`config.mk`:
```
export PLATFORM = sky130hd
export DESIGN_NAME = ftoi_seq
export DESIGN_NICKNAME = d
export VERILOG_FILES = /design/src/rtl/ftoi_seq_pkg.sv /design/src/rtl/ftoi_classify.sv /design/src/rtl/ftoi_seq.sv
export SDC_FILE = /design/constraint.sdc
export NUM_CORES = 1
export LEC_CHECK = 0
export ABC_AREA = 1
export BUFFER_PORTS_ARGS = -buffer_cell sky130_fd_sc_hd__buf_2
export CAP_MARGIN = 20
export CORE_UTILIZATION = 50
export CTS_CLUSTER_DIAMETER = 30
export DETAILED_ROUTE_END_ITERATION = 8
export GPL_TIMING_DRIVEN = 0
export PLACE_DENSITY = 0.7
export SLEW_MARGIN = 20
export SYNTH_ARGS = -nofsm -noshare
export SYNTH_HDL_FRONTEND = slang
export SYNTH_SLANG_ARGS = --single-unit
export TNS_END_PERCENT = 10
```
`constraint.sdc`:
```
create_clock -name CLK -period 2.5 [get_ports CLK]
set_clock_uncertainty 0.15 [all_clocks]
set_input_delay 0.375 -clock CLK [delete_from_list [all_inputs] [get_ports CLK]]
set_output_delay 0.375 -clock CLK [all_outputs]
set_load 0.03 [all_outputs]
```
`src/rtl/ftoi_seq_pkg.sv`:
```
// Shared constants, state encoding and result helpers for the sequential
// float-to-int32 converter.
package ftoi_seq_pkg;

  localparam logic [7:0]  BIAS         = 8'd127;
  localparam logic [7:0]  EXP_INT_BASE = 8'd150;
  localparam logic [7:0]  EXP_OVF      = 8'd158;
  localparam logic [7:0]  EXP_MAX      = 8'd255;
  localparam logic [31:0] NEG_MAX      = 32'h8000_0000;
  localparam logic [31:0] POS_MAX      = 32'h7FFF_FFFF;
  localparam logic [31:0] X_NEG_2P31   = 32'hCF00_0000;

  typedef enum logic [1:0] {
    ST_IDLE  = 2'd0,
    ST_SHIFT = 2'd1,
    ST_DONE  = 2'd2
  } state_e;

  typedef enum logic [2:0] {
    CLS_ZERO   = 3'd0,
    CLS_SMALL  = 3'd1,
    CLS_NORMAL = 3'd2,
    CLS_OVF    = 3'd3,
    CLS_NAN    = 3'd4
  } cls_e;

  typedef struct packed {
    logic [31:0] y;
    logic        ovf;
    logic        nx;
  } result_t;

  function automatic logic [31:0] apply_sign(input logic neg, input logic [31:0] mag);
    logic [31:0] res;
    if (neg) begin
      res = ~mag + 32'd1;
    end else begin
      res = mag;
    end
    return res;
  endfunction

  // Results for operands that never enter the shifter.
  function automatic result_t special_result(input cls_e cls, input logic [31:0] x);
    result_t r;
    r.y   = 32'd0;
    r.ovf = 1'b0;
    r.nx  = 1'b0;
    case (cls)
      CLS_ZERO: begin
        r.nx = |x[22:0];
      end
      CLS_SMALL: begin
        r.nx = 1'b1;
      end
      CLS_NAN: begin
        r.y   = POS_MAX;
        r.ovf = 1'b1;
      end
      CLS_OVF: begin
        if (x == X_NEG_2P31) begin
          r.y   = NEG_MAX;
          r.ovf = 1'b0;
        end else begin
          r.y   = x[31] ? NEG_MAX : POS_MAX;
          r.ovf = 1'b1;
        end
      end
      default: begin
        r.y   = 32'd0;
        r.ovf = 1'b0;
        r.nx  = 1'b0;
      end
    endcase
    return r;
  endfunction

endpackage

```
`src/rtl/ftoi_classify.sv`:
```
// Combinational operand classifier: range class, shift count and direction
// derived from the biased exponent.
module ftoi_classify
  import ftoi_seq_pkg::*;
(
  input  logic [7:0] exp_i,
  input  logic       frac_nz_i,
  output cls_e       cls_o,
  output logic [4:0] k_o,
  output logic       shl_o
);

  logic [4:0] up_s;
  logic [4:0] down_s;

  // Normal exponents lie within 23 of 150, so 5-bit wraparound on the low
  // exponent bits yields |E-150| exactly.
  assign up_s   = exp_i[4:0] - EXP_INT_BASE[4:0];
  assign down_s = EXP_INT_BASE[4:0] - exp_i[4:0];

  always_comb begin
    cls_o = CLS_ZERO;
    k_o   = 5'd0;
    shl_o = 1'b0;
    if (exp_i == 8'd0) begin
      cls_o = CLS_ZERO;
    end else if (exp_i < BIAS) begin
      cls_o = CLS_SMALL;
    end else if (exp_i < EXP_OVF) begin
      cls_o = CLS_NORMAL;
      if (exp_i > EXP_INT_BASE) begin
        shl_o = 1'b1;
        k_o   = up_s;
      end else begin
        shl_o = 1'b0;
        k_o   = down_s;
      end
    end else if ((exp_i == EXP_MAX) && frac_nz_i) begin
      cls_o = CLS_NAN;
    end else begin
      cls_o = CLS_OVF;
    end
  end

endmodule

```
`src/rtl/ftoi_seq.sv`:
```
// Sequential IEEE-754 single to int32 converter (truncate toward zero),
// shifting the mantissa one bit per cycle with valid/ready handshakes.
module ftoi_seq
  import ftoi_seq_pkg::*;
(
  input  logic        CLK,
  input  logic        RST,
  input  logic [31:0] X,
  input  logic        IN_VALID,
  output logic        IN_READY,
  output logic [31:0] Y,
  output logic        OVF,
  output logic        NX,
  output logic        OUT_VALID,
  input  logic        OUT_READY
);

  state_e      state_q, state_d;
  logic [31:0] mag_q, mag_d;
  logic [4:0]  k_q, k_d;
  logic        shl_q, shl_d;
  logic        sign_q, sign_d;
  logic        sticky_q, sticky_d;
  logic [31:0] y_q, y_d;
  logic        ovf_q, ovf_d;
  logic        nx_q, nx_d;
  logic        ov_q, ov_d;

  cls_e        cls_s;
  logic [4:0]  k_s;
  logic        shl_s;
  logic        accept_s;
  logic        direct_s;
  logic [31:0] mant_s;
  logic [31:0] shifted_s;
  logic        sticky_n_s;
  result_t     special_s;

  ftoi_classify u_classify (
    .exp_i     (X[30:23]),
    .frac_nz_i (|X[22:0]),
    .cls_o     (cls_s),
    .k_o       (k_s),
    .shl_o     (shl_s)
  );

  assign IN_READY   = (state_q == ST_IDLE) & ~RST;
  assign accept_s   = IN_VALID & IN_READY;
  assign direct_s   = (cls_s != CLS_NORMAL) | (k_s == 5'd0);
  assign mant_s     = {8'd0, 1'b1, X[22:0]};
  assign shifted_s  = shl_q ? {mag_q[30:0], 1'b0} : {1'b0, mag_q[31:1]};
  assign sticky_n_s = sticky_q | (~shl_q & mag_q[0]);
  assign special_s  = special_result(cls_s, X);

  assign Y         = y_q;
  assign OVF       = ovf_q;
  assign NX        = nx_q;
  assign OUT_VALID = ov_q;

  always_ff @(posedge CLK) begin
    if (RST) begin
      state_q <= ST_IDLE;
    end else begin
      state_q <= state_d;
    end
  end

  always_comb begin
    state_d = state_q;
    case (state_q)
      ST_IDLE: begin
        if (accept_s) begin
          state_d = direct_s ? ST_DONE : ST_SHIFT;
        end else begin
          state_d = ST_IDLE;
        end
      end
      ST_SHIFT: begin
        if (k_q == 5'd1) begin
          state_d = ST_DONE;
        end else begin
          state_d = ST_SHIFT;
        end
      end
      ST_DONE: begin
        if (OUT_READY) begin
          state_d = ST_IDLE;
        end else begin
          state_d = ST_DONE;
        end
      end
      default: begin
        state_d = ST_IDLE;
      end
    endcase
  end

  // The final shift, sign application and result capture share one edge.
  always_comb begin
    mag_d    = mag_q;
    k_d      = k_q;
    shl_d    = shl_q;
    sign_d   = sign_q;
    sticky_d = sticky_q;
    y_d      = y_q;
    ovf_d    = ovf_q;
    nx_d     = nx_q;
    ov_d     = ov_q;
    case (state_q)
      ST_IDLE: begin
        if (accept_s) begin
          mag_d    = mant_s;
          k_d      = k_s;
          shl_d    = shl_s;
          sign_d   = X[31];
          sticky_d = 1'b0;
          if (direct_s && (cls_s == CLS_NORMAL)) begin
            y_d   = apply_sign(X[31], mant_s);
            ovf_d = 1'b0;
            nx_d  = 1'b0;
            ov_d  = 1'b1;
          end else if (direct_s) begin
            y_d   = special_s.y;
            ovf_d = special_s.ovf;
            nx_d  = special_s.nx;
            ov_d  = 1'b1;
          end else begin
            ov_d = 1'b0;
          end
        end else begin
          ov_d = 1'b0;
        end
      end
      ST_SHIFT: begin
        mag_d    = shifted_s;
        k_d      = k_q - 5'd1;
        sticky_d = sticky_n_s;
        if (k_q == 5'd1) begin
          y_d   = apply_sign(sign_q, shifted_s);
          ovf_d = 1'b0;
          nx_d  = sticky_n_s;
          ov_d  = 1'b1;
        end else begin
          ov_d = 1'b0;
        end
      end
      ST_DONE: begin
        if (OUT_READY) begin
          ov_d = 1'b0;
        end else begin
          ov_d = 1'b1;
        end
      end
      default: begin
        ov_d = 1'b0;
      end
    endcase
  end

  always_ff @(posedge CLK) begin
    if (RST) begin
      mag_q    <= 32'd0;
      k_q      <= 5'd0;
      shl_q    <= 1'b0;
      sign_q   <= 1'b0;
      sticky_q <= 1'b0;
      y_q      <= 32'd0;
      ovf_q    <= 1'b0;
      nx_q     <= 1'b0;
      ov_q     <= 1'b0;
    end else begin
      mag_q    <= mag_d;
      k_q      <= k_d;
      shl_q    <= shl_d;
      sign_q   <= sign_d;
      sticky_q <= sticky_d;
      y_q      <= y_d;
      ovf_q    <= ovf_d;
      nx_q     <= nx_d;
      ov_q     <= ov_d;
    end
  end

endmodule
```
# [Word-level counts from Yosys, hierarchy flattened]
# Cells that the tools add are included.
[totals] output_inout_bits=36 register_bits=77 input_bits=36 wordCells=102
[op_classes] n_eq_ne=13 magnitude_cmp=3 n_bitwise=9 add_sub_neg=5 n_mux=51 n_reduce_logical=11
[ops] op="32-bit two-way mux" count=9
[ops] op="32-bit one-hot mux with 2 select lines" count=2
[ops] op="33-bit one-hot mux with 2 select lines" count=1
[ops] op="32-bit by 1-bit adder with 32-bit output (second input constant)" count=2
[ops] op="33-bit two-way mux" count=1
[ops] op="32-bit == test (second input constant)" count=1
[ops] op="24-bit NOT with 32-bit output" count=1
[ops] op="32-bit NOT" count=1
[ops] op="5-bit two-way mux" count=5
[ops] op="23-bit OR reduction" count=1
[ops] op="1-bit two-way mux" count=18
[ops] op="3-bit two-way mux" count=4
[ops] op="5-bit one-hot mux with 2 select lines" count=1
[ops] op="8-bit == test (second input constant)" count=1
[ops] op="8-bit greater-than comparator (second input constant)" count=1
[ops] op="8-bit zero test" count=1
[ops] op="8-bit by 7-bit less-than comparator with 1-bit output (second input constant)" count=1
[ops] op="8-bit less-than comparator (second input constant)" count=1
[ops] op="2-bit two-way mux" count=4
[ops] op="1-bit one-hot mux with 2 select lines" count=4
[ops] op="3-bit by 2-bit == test with 1-bit output (second input constant)" count=2
[ops] op="3-bit by 2-bit != test with 1-bit output (second input constant)" count=2
[ops] op="2-bit one-hot mux with 3 select lines" count=1
[ops] op="5-bit by 1-bit == test with 1-bit output (second input constant)" count=1
[ops] op="other kinds (19)" count=26

# [Logic depth before layout (Yosys ltp)]
# Gate-level depths: netlist (run 1).
[depth] ltp_word=12 mapped_depth=19 ltp_nobuf=17

# [By module]
# Synthesis (run 1) repeated with hierarchy kept, for this count alone.
[hier_totals] cells_unflattened=976 hier_area_um2=5970.7
[by_module_without_submodules] mod="ftoi_seq" cells_per_inst=897 seq_area_each_um2=1541.5 n_inst=1 area_per_inst_um2=5566.6
[by_module_without_submodules] mod="ftoi_classify" cells_per_inst=79 seq_area_each_um2=0.0 n_inst=1 area_per_inst_um2=404.1

# [Least setup slack after synthesis (run 1)]
# OpenSTA, ideal clock, no wires.
[synth_path] path_type="input port to flip-flop" from="input port RST" to="register y_q[8], in the netlist Y[8]" setup_time_ps=69 stages=10 required_ps=2281 arrival_ps=2164 setup_slack_ps=117 cell_sequence="nor3_1 nand2_1 nand2_1 nand2_1 inv_1 nand2_4 buf_6 nor2_2 nand2_1 a21oi_2"
[synth_via] elab_chain_cells=5
[synth_rtl] element="from (decl)" line_no="ftoi_seq.sv:7" text="input logic RST,"
[synth_rtl] element="1-bit NOT" line_no="ftoi_seq.sv:47" text="assign IN_READY = (state_q == ST_IDLE) & ~RST;"
[synth_rtl] element="1-bit bitwise AND" line_no="ftoi_seq.sv:47"
[synth_rtl] element="1-bit bitwise AND" line_no="ftoi_seq.sv:48" text="assign accept_s = IN_VALID & IN_READY;"
[synth_rtl] element="2-bit != test (no line)"
[synth_rtl] element="4-bit AND reduction (no line)"
[synth_rtl] element="to (signal assigned)" line_no="ftoi_seq.sv:177" text="y_q <= y_d;"
[synth_rtl] element="to (decl)" line_no="ftoi_seq.sv:24" text="logic [31:0] y_q, y_d;"
# Several ways; a longest one is shown, not always the timed one.
# A chain may end at the register's enable or synchronous reset.

# [Worst setup path in the final report (run 1)]
[layout_path] from="register shl_q" to="register y_q[24], in the netlist Y[24]"
[layout_via] elab_chain_cells=6
[layout_rtl] element="from (decl)" line_no="ftoi_seq.sv:21" text="logic shl_q, shl_d;"
[layout_rtl] element="from (signal assigned)" line_no="ftoi_seq.sv:174" text="shl_q <= shl_d;"
[layout_rtl] element="32-bit two-way mux *" line_no="ftoi_seq.sv:51" text="assign shifted_s = shl_q ? {mag_q[30:0], 1'b0} : {1'b0, mag_q[31:1]};"
[layout_rtl] element="32-bit NOT" line_no="ftoi_seq_pkg.sv:36" text="res = ~mag + 32'd1;"
[layout_rtl] element="32-bit by 1-bit adder with 32-bit output" line_no="ftoi_seq_pkg.sv:36"
[layout_rtl] element="32-bit two-way mux *" line_no="ftoi_seq_pkg.sv:35" text="if (neg) begin"
[layout_rtl] element="32-bit two-way mux *" line_no="ftoi_seq.sv:138" text="if (k_q == 5'd1) begin"
[layout_rtl] element="32-bit one-hot mux with 2 select lines *" line_no="ftoi_seq.sv:109" text="case (state_q)"
# Mark *: on every way between the ends. The rest lies on a longest branch, timed or not. The select of a mux whose other input is x is not followed.

==> metrics.txt, run 1 <==
max-cap viol count 0; Layout Nets 1166; global placer's final weighted congestion 0.994; synthesis-to-layout area growth 15.7%; Max Slew Vio Count 0; met2 usage 56.6%; Post-Syn Area per Cell 5.92 um^2; Final WS setup -0.0274 ns; Yosys top cell area share 25.2%; fraction of layout instances using a drive strength above 1 15.2%; VDD IR-drop max 0.000493 V; Finished Cell Area 7080 um^2; status finished with violations; Seq pwr share 31.5%; DRC Markers 0; crit path launch type flip-flop; Die Wd 113 um; worst slew margin relative to its limit 39.9%; count of cell types in the netlist 43; CTS tree built; synth top area cells dfxtp_1 (25%), nand2_1 (20%), inv_1 (7.4%), nor2_1 (7.0%), nand3_1 (5.7%); H-tree lvl count 3; pre-CTS WS -0.337 ns; async set-or-reset flop fraction in the synthesized netlist 0%; failing checks negative setup slack; Die Y 113 um; CP max FO 10; Final Core Density 59.2%; commonest non-fill, non-tap cell in the layout nand2_1; GRT met1 Usage 44.7%; most frequent cells in the layout nand2_1 (318), inv_1 (120), nor2_1 (106), dfxtp_1 (76), buf_2 (74); CTS Buf Count 9; clock slew at reported path FFs 0.07 ns; Hold WS 0.182 ns; Overflow after GRT 0; gr busiest metal met2; final hold violation count 0; Initial Utilization 51.2%; # IOs 72; crit end category flip-flop; Max Freq 0.396 GHz; CP arrival 2.64 ns; #FFs+latches synth 77; total internal power 2.58 mW; initial antenna violation count 0; syn_nets 1080; Worst-Margin Slew 0.902 ns; clock sinks 77; Post-synth EDFFs 0; DR vias 7101; largest net degree at the start of global routing 16; site row count 40; initial drt markers 628; Top FF cell, synth dfxtp_1; Post-DRT Antenna Nets 0; post-DR wirelength/cell 16.9 um; Clock Latency Late Sink 0.37 ns; fin crit share 101%; Post-Syn Area 6120 um^2; Pre-antenna DRT Iters 5; CP Data Required Time 2.62 ns; sw frac 42.9%; buffers added on ports 71; ANT cells 0; Post-Synthesis Cells 1035; Hold Path Stages 3; Max Root-Sink Buffers 2; vias per cell 5.58; setup repair after global routing missed its margin true; first-pass GRT wire length 34000 um; sw power 1.94 mW; clock share of power 28.7%; Tot GR Track Use 35.0%; Synth Warn # 0; Final Setup Violations 3; met3 GRT Util 5.29%; vias in the first global route 6608; Fill cells 1275; r2r worst-path depth 17; die area 12700 um^2; Synth area leader dfxtp_1; min cycle time layout 2.53 ns; WS Path Type reg -> reg; dpl hpwl 16600 um; PD cells 638 nW/um^2; root buffer cell clkbuf_16; Gate power share 39.8%; Pleak 3.39 nW; final WL 21500 um; setup tns final -0.0366 ns; sequential-to-total area share from yosys stat 25.2%; HP Class in -> reg; Core Box Area 12000 um^2; Placed Area 6660 um^2
## flip-flops by register name, indices dropped and copies added, names as in the netlist
name       count
mag_q         32
state_q        2
OUT_VALID      1
k_q            5
sticky_q       1
shl_q          1
Y             32
NX             1
sign_q         1
OVF            1
## metrics by stage
step / std cells / total power [mW]
finish: 1273 / 4.52
global route: 1273 / 4.77
CTS: 1271 / 4.45
detailed placement: 1253 / 3.14
global placement: 1253 / 3.13
floorplan: 1035 / 2.66
## power by group through the flow
stage          Clock, mW  Sequential (mW)  Combinational (mW)
6_report            1.30             1.42                1.80
3_5_place_dp           0             1.45                1.69
3_3_place_gp           0             1.45                1.69
4_1_cts             1.31             1.42                1.72
5_1_grt             1.36             1.43                1.98
2_1_floorplan          0             1.56                1.10
## critical path: stages (launching register included)
cell	delay (ns)
dfxtp_2	0.36
buf_6	0.15
buf_6	0.15
buf_6	0.16
nand2_1	0.06
o21ai_1	0.20
nand2_1	0.15
inv_1	0.12
nand3_2	0.13
nor2_4	0.13
buf_4	0.13
nand3_1	0.09
nand2_1	0.08
nand2_1	0.05
nand3_1	0.09
nand3_1	0.10
nand2_1	0.08
inv_1	0.03
## final timing paths
check	to	start	slack (ns)
worst max-delay path	Y[24]	shl_q	-0.03
worst max register to register	Y[24]	shl_q	-0.03
worst min-delay path	mag_q[0]	X[0]	0.18
worst min register to register	Y[5]	Y[5]	0.31
## timing repair
action / CTS / global route
pin swaps: 3 / 6
hold buffers: 0 / 0
buffers inserted: 2 / 2
endpoints found under the setup margin: 17 / 44
resized for setup: 14 / 21
## Yosys cell counts, drive strengths merged, types with 2 or more instances
cell type,number
o21ai,80
inv,125
nand2,330
a31oi,7
nand3b,10
nand4,7
buf,23
o211ai,2
ha,9
or2,4
nor2,127
dfxtp,77
nor3,9
o22ai,3
clkbuf,23
o21a,4
nand3,73
a21oi,73
xnor2,4
xor2,17
o221ai,21
## final cells by class
cell class,count,area (um^2),share of cell area [%]
multi-input combinational,786,3910,55.2
sequential,77,1540,21.8
inverter,126,475,6.71
timing repair buffer,75,385,5.44
buffer,46,298,4.20
clock buffer,9,225,3.18
tap,147,184,2.60
clock inverter,7,58.8,0.830
## kinds of logic (layout without fill, tap and decap cells)
group | after synthesis | count (layout) | share of synthesized area (%)
adder cells (fa/ha/maj) | 9 | 9 | 1.84
XOR/XNOR | 21 | 21 | 3.00
AO/OA/AOI/OAI | 195 | 195 | 18.7
buffers and inverters | 172 | 263 | 12.4
flip-flops | 77 | 77 | 25.2
AND/OR/NAND/NOR | 561 | 561 | 38.9
## layer usage
layer / vias up / wire (um)
li1: 3508 / -
met1: 3197 / 9160
met2: 330 / 9560
met3: 66 / 1780
met4: 0 / 999
met5: - / 0
(Power assumes the default switching activity.)
==> run 2: changes to the inputs <==
--- a/config.mk
+++ b/config.mk
@@ -12,6 +12,7 @@
 export CTS_CLUSTER_DIAMETER = 30
 export DETAILED_ROUTE_END_ITERATION = 8
 export GPL_TIMING_DRIVEN = 0
+export HOLD_SLACK_MARGIN = 0.03
 export PLACE_DENSITY = 0.7
 export SLEW_MARGIN = 20
 export SYNTH_ARGS = -nofsm -noshare
==> constraint.sdc (replaced) <==
create_clock -name CLK -period 2.55 [get_ports CLK]
set_clock_uncertainty 0.15 [all_clocks]
set_input_delay 0.3825 -clock CLK [delete_from_list [all_inputs] [get_ports CLK]]
set_output_delay 0.3825 -clock CLK [all_outputs]
set_load 0.03 [all_outputs]
==> run 2 against run 1 <==
Routed wire length grew 1.1%. Die area is the same. Via count grew 0.79%. Core utilization is 0.29 points higher. Clock-buffer cell count stayed put. Critical path depth is 4 lower. The flow now finishes without violations. Power is 1.3% lower. Critical path type unchanged. Cell area grew 0.49%. Sequential share of layout area is 0.11 points lower. Largest cell class unchanged. First-iteration DRC count rose by 1.3%. Final cell count barely moved. Largest power group unchanged. Flip-flop and latch count did not move.
==> metrics.txt, run 2 (synthesis gave the netlist of run 1 again) <==
fraction of layout instances using a drive strength above 1 15.7% (was 15.2%); Post-DRT Antenna Nets 0 (unchanged); Tot GR Track Use 34.9% (was 35.0%); # IOs 72 (unchanged); largest net degree at the start of global routing 16 (unchanged); die area 12700 um^2 (unchanged); Core Box Area 12000 um^2 (unchanged); global placer's final weighted congestion 0.994 (unchanged); HP Class in -> reg (unchanged); Pre-antenna DRT Iters 5 (unchanged); Max Freq 0.394 GHz (was 0.396 GHz); area of the multi-input gates 3950 um^2 (was 3910 um^2); crit end category flip-flop (unchanged); Initial Utilization 51.2% (unchanged); Final WS setup 0.00905 ns (was -0.0274 ns); Clock Latency Late Sink 0.37 ns (about the same); PD cells 627 nW/um^2 (was 638 nW/um^2); FF+latch area 1540 um^2 (unchanged); Layout Nets 1165 (was 1166); DRC Markers 0 (unchanged); setup repair after global routing missed its margin true (unchanged); CP Data Required Time 2.67 ns (was 2.62 ns); fin crit share 99.6% (was 101%); vias in the first global route 6607 (was 6608); WS Path Type reg -> reg (unchanged); ANT cells 0 (unchanged); DR vias 7157 (was 7101); crit path launch type flip-flop (unchanged); final WL 21700 um (was 21500 um); Final Core Density 59.5% (was 59.2%); Overflow after GRT 0 (unchanged); H-tree lvl count 3 (unchanged); Die Wd 113 um (unchanged); max-cap viol count 0 (unchanged); CTS tree built (unchanged); Max Slew Vio Count 0 (unchanged); vias per cell 5.63 (was 5.58); dpl hpwl 16600 um (unchanged); root buffer cell clkbuf_16 (unchanged); site row count 40 (unchanged); Fill cells 1263 (was 1275); Pleak 3.40 nW (was 3.39 nW); buffers added on ports 71 (unchanged); initial drt markers 636 (was 628); status complete, no violations (was finished with violations); most frequent cells in the layout nand2_1 (318), inv_1 (119), nor2_1 (104), dfxtp_1 (76), buf_2 (74) (was nand2_1 (318), inv_1 (120), nor2_1 (106), dfxtp_1 (76), buf_2 (74)); Die Y 113 um (unchanged); Final Setup Violations 0 (was 3); post-DR wirelength/cell 17.1 um (was 16.9 um); Max Root-Sink Buffers 2 (unchanged); first-pass GRT wire length 33900 um (was 34000 um); worst slew margin relative to its limit 39.8% (was 39.9%); clock slew at reported path FFs 0.07 ns (about the same); setup tns final 0 ns (was -0.0366 ns); CP arrival 2.66 ns (was 2.64 ns); initial antenna violation count 0 (unchanged); final hold violation count 0 (unchanged); pre-CTS WS -0.294 ns (was -0.337 ns); min cycle time layout 2.54 ns (was 2.53 ns); total power 4.46 mW (was 4.52 mW); CTS Buf Count 9 (unchanged); CP max FO 10 (unchanged); synthesis-to-layout area growth 16.2% (was 15.7%); VDD IR-drop max 0.000487 V (was 0.000493 V); clock sinks 77 (unchanged); Worst-Margin Slew 0.903 ns (was 0.902 ns); commonest non-fill, non-tap cell in the layout nand2_1 (unchanged)
## run 2: cell count changes in the layout (fill, tap and decap cells not counted), sizes merged
cell,before,now
buf,98,97
## run 2: critical path, stage by stage (launching register included)
cell	delay (ns)
dfxtp_2	0.37
buf_6	0.15
buf_4	0.20
o21ai_1	0.18
nor2_1	0.21
nand2_1	0.12
nor2_1	0.19
nand2_1	0.15
o21ai_4	0.27
nand3_1	0.12
nand3_1	0.13
nand3_1	0.09
nand2_1	0.08
inv_1	0.03
## run 2: layer usage
layer | vias up | track usage [%] | wire length, um
li1 | 3508 | - | -
met1 | 3257 | 44.3 | 9290
met2 | 328 | 56.6 | 9760
met3 | 64 | 5.62 | 1720
met4 | 0 | 19.1 | 972
met5 | - | 0 | 0
## run 2: timing repair
item / in CTS / in global routing
setup buffers: 0 / 3
gates resized for setup: 7 / 37
endpoints found under the setup margin: 16 / 37
pin swaps: 0 / 8
hold buffers: 0 / 0
## run 2: power breakdown
| group | internal (mW) | switching, mW | leakage, nW |
|---|---|---|---|
| logic | 0.543 | 1.25 | 2.64 |
| clock network | 0.671 | 0.607 | 0.126 |
| registers | 1.33 | 0.0680 | 0.630 |
## run 2: path summary, 6_finish.rpt
| path | startpoint | to | slack [ns] | cells past startpoint |
|---|---|---|---|---|
| worst max-delay path | shl_q | Y[27] | 0.009 | 13 |
| worst min-delay path | X[0] | mag_q[0] | 0.19 | 3 |
| worst max register to register | shl_q | Y[27] | 0.009 | 13 |
| worst min register to register | NX | NX | 0.31 | 2 |
## run 2: area by class of cell
cell class              instances  share of cell area, %
multi-input cells             786                   55.5
repair buffers                 74                   5.31
clock buffers                   9                   3.16
well taps                     147                   2.58
flip-flops and latches         77                   21.7
plain buffers                  46                   4.25
clock inverters                 7                  0.826
inverters                     126                   6.68
## run 2: per-stage QoR
step                      hold slack [ns]  cells  area [um^2]
after floorplan                     0.287   1035         6120
after global placement              0.303   1253         6660
after detailed placement            0.305   1253         6660
after CTS                           0.188   1269         6960
after global routing                0.216   1272         7120
final                               0.190   1272         7120
==> run 3: changes to the inputs <==
--- a/config.mk
+++ b/config.mk
@@ -8,12 +8,12 @@
 export ABC_AREA = 1
 export BUFFER_PORTS_ARGS = -buffer_cell sky130_fd_sc_hd__buf_2
 export CAP_MARGIN = 20
-export CORE_UTILIZATION = 50
+export CORE_UTILIZATION = 60
 export CTS_CLUSTER_DIAMETER = 30
 export DETAILED_ROUTE_END_ITERATION = 8
 export GPL_TIMING_DRIVEN = 0
 export HOLD_SLACK_MARGIN = 0.03
-export PLACE_DENSITY = 0.7
+export PLACE_DENSITY = 0.82
 export SLEW_MARGIN = 20
 export SYNTH_ARGS = -nofsm -noshare
 export SYNTH_HDL_FRONTEND = slang
==> run 3 against run 2 <==
Register-to-register slack about the same. Flip-flop and latch count did not move. Cell area barely moved. Global-route usage is 5.7 points higher. Hold slack got worse by 0.014 ns. Via count increased by 3.3%. Power decreased by 2.7%. Core utilization grew 13 points. Critical endpoint is now Y[14]. Largest cell class unchanged. Maximum frequency rose by 0.55%.
==> metrics.txt, run 3 (synthesis gave the netlist of run 1 again) <==
status complete, no violations (unchanged); Max Root-Sink Buffers 2 (unchanged); clock slew at reported path FFs 0.08 ns (was 0.07 ns); met2 usage 64.8% (was 56.6%); Overflow after GRT 0 (unchanged); fin crit share 99.1% (was 99.6%); CTS Buf Count 9 (unchanged); vias per cell 5.87 (was 5.63); PD cells 611 nW/um^2 (was 627 nW/um^2); Max Freq 0.396 GHz (was 0.394 GHz); worst slew margin relative to its limit 44.5% (was 39.8%); Die Wd 103 um (was 113 um); DRC Markers 0 (unchanged); site row count 36 (was 40); slowest CP cell dfxtp_2 (unchanged); CP arrival 2.61 ns (was 2.66 ns); ANT cells 0 (unchanged); Seq pwr share 32.2% (was 31.3%); Tot GR Track Use 40.6% (was 34.9%); Final Setup Violations 0 (unchanged); met3 GRT Util 7.39% (was 5.62%); max-cap viol count 0 (unchanged); clock share of power 25.4% (was 28.6%); fraction of layout instances using a drive strength above 1 16.8% (was 15.7%); Hold Path Stages 3 (unchanged); H-tree lvl count 3 (unchanged); max incr delay on CP 0.37 ns (about the same); most frequent cells in the layout nand2_1 (315), inv_1 (119), nor2_1 (100), dfxtp_1 (76), buf_2 (74) (was nand2_1 (318), inv_1 (119), nor2_1 (104), dfxtp_1 (76), buf_2 (74)); WS Path Type reg -> reg (unchanged); crit path launch type flip-flop (unchanged); GRT met1 Usage 51.3% (was 44.3%); min cycle time layout 2.53 ns (was 2.54 ns); buffers added on ports 71 (unchanged); Hold Path End mag_q[0] (unchanged); Hold WS 0.175 ns (was 0.190 ns); initial antenna violation count 0 (unchanged); Clock Latency Late Sink 0.37 ns (about the same); sw power 1.88 mW (was 1.92 mW); Post-DRT Antenna Nets 0 (unchanged); initial drt markers 848 (was 636); root buffer cell clkbuf_8 (was clkbuf_16); Layout Nets 1167 (was 1165); final hold violation count 0 (unchanged); critical-path cell list buf_6, buf_12, buf_12, nor2_4, inv_1, ha_4, nand3_1, nor2_2, nand3_1, nand3_1, nand2_1, nor2_2, nor2_2, nand2_1, a21oi_2 (was buf_6, buf_4, o21ai_1, nor2_1, nand2_1, nor2_1, nand2_1, o21ai_4, nand3_1, nand3_1, nand3_1, nand2_1, inv_1); CP startpoint shl_q (unchanged); total internal power 2.46 mW (was 2.54 mW); post-DR wirelength/cell 17.0 um (was 17.1 um); dpl hpwl 16200 um (was 16600 um); # IOs 72 (unchanged); reg-to-reg startpoint shl_q (unchanged); Min-Delay Startpoint X[0] (unchanged); Core Box Area 9820 um^2 (was 12000 um^2); setup repair after global routing missed its margin true (unchanged); DR vias 7393 (was 7157); HP Class in -> reg (unchanged); global placer's final weighted congestion 1.04 (was 0.994); die area 10600 um^2 (was 12700 um^2); VDD IR-drop max 0.000464 V (was 0.000487 V); vias in the first global route 6487 (was 6607); sw frac 43.3% (was 43.1%); Fill cells 940 (was 1263); gr busiest metal met2 (unchanged); Gate power share 42.4% (was 40.1%); synthesis-to-layout area growth 16.2% (about the same); commonest non-fill, non-tap cell in the layout nand2_1 (unchanged); largest net degree at the start of global routing 16 (unchanged); clock sinks 77 (unchanged); Max Slew Vio Count 0 (unchanged); first-pass GRT wire length 32200 um (was 33900 um); pre-CTS WS -0.290 ns (was -0.294 ns); final WL 21400 um (was 21700 um); Pleak 3.40 nW (about the same); Die Y 103 um (was 113 um); Reg-to-Reg End Y[14] (was Y[27]); crit end category flip-flop (unchanged); CP Data Required Time 2.63 ns (was 2.67 ns); r2r worst-path depth 15 (was 13); Pre-antenna DRT Iters 6 (was 5); Worst-Margin Slew 0.833 ns (was 0.903 ns); Final WS setup 0.0229 ns (was 0.00905 ns); CTS tree built (unchanged); # hold bufs at CTS 0 (unchanged); Initial Utilization 62.4% (was 51.2%); CP max FO 10 (unchanged); flop2flop setup slack 0.02 ns (was 0.009 ns)
## run 3: changes by cell type in the layout (fill, tap and decap cells not counted), moves of 4 or more
cell,change
nor2_1,-4
clkbuf_8,+9
o21ai_2,+7
clkbuf_16,-9
nor2_4,+4
## run 3: through the flow
stage | setup TNS (ns) | std cells | utilization (%) | power (mW) | instance area, um^2
3_3_place_gp | -4.51 | 1239 | 67.7 | 3.04 | 6650
6_report | 0 | 1260 | 72.5 | 4.34 | 7110
2_1_floorplan | 0 | 1035 | - | 2.61 | 6120
3_5_place_dp | -4.50 | 1239 | 67.7 | 3.06 | 6650
4_1_cts | -0.00449 | 1257 | 70.6 | 4.18 | 6930
5_1_grt | -0.342 | 1260 | 72.5 | 4.57 | 7110
## run 3: timing repair
item / in CTS / in global routing
endpoints found under the setup margin: 8 / 34
pin swaps: 3 / 9
resized for setup: 14 / 49
hold endpoints to repair: 0 / 0
setup buffers: 2 / 3
## run 3: layout make-up
type / instances / area (um^2) / share of cell area (%)
Clock buffer: 9 / 124 / 1.74
Inverter: 126 / 475 / 6.68
Multi-Input combinational cell: 786 / 4000 / 56.2
Clock inverter: 7 / 106 / 1.49
Sequential cell: 77 / 1540 / 21.7
Timing Repair Buffer: 76 / 393 / 5.52
Tap cell: 133 / 166 / 2.34
Buffer: 46 / 310 / 4.36
## run 3: power by group through the flow
stage               logic [mW]  clock network (mW)  registers, mW
CTS                       1.69                1.10           1.39
global route              2.01                1.15           1.41
finish                    1.84                1.10           1.40
floorplan                 1.08                   0           1.53
detailed placement        1.64                   0           1.42
global placement          1.63                   0           1.41
## run 3: critical path: cells and delay by family, from the launching register on
| family | cells | cell delay (ns) |
|---|---|---|
| compound gates | 1 | 0.07 |
| fa+ha+maj | 1 | 0.15 |
| buf+inv | 4 | 0.51 |
| flops | 1 | 0.37 |
| simple gates | 9 | 1.12 |
## run 3: routing by layer
layer	wire length [um]	share of wire [%]
met1	8530	40
met2	9530	44
met3	2180	10
met4	1180	5.5
met5	0	0
## run 3: worst max-delay path by stage
stage | end | slack (ns)
2_1_floorplan | Y[8] | 0.16
3_3_place_gp | Y[14] | -0.29
3_5_place_dp | Y[14] | -0.29
4_1_cts | Y[18] | -0.004
5_1_grt | Y[24] | -0.07
6_report | Y[14] | 0.02
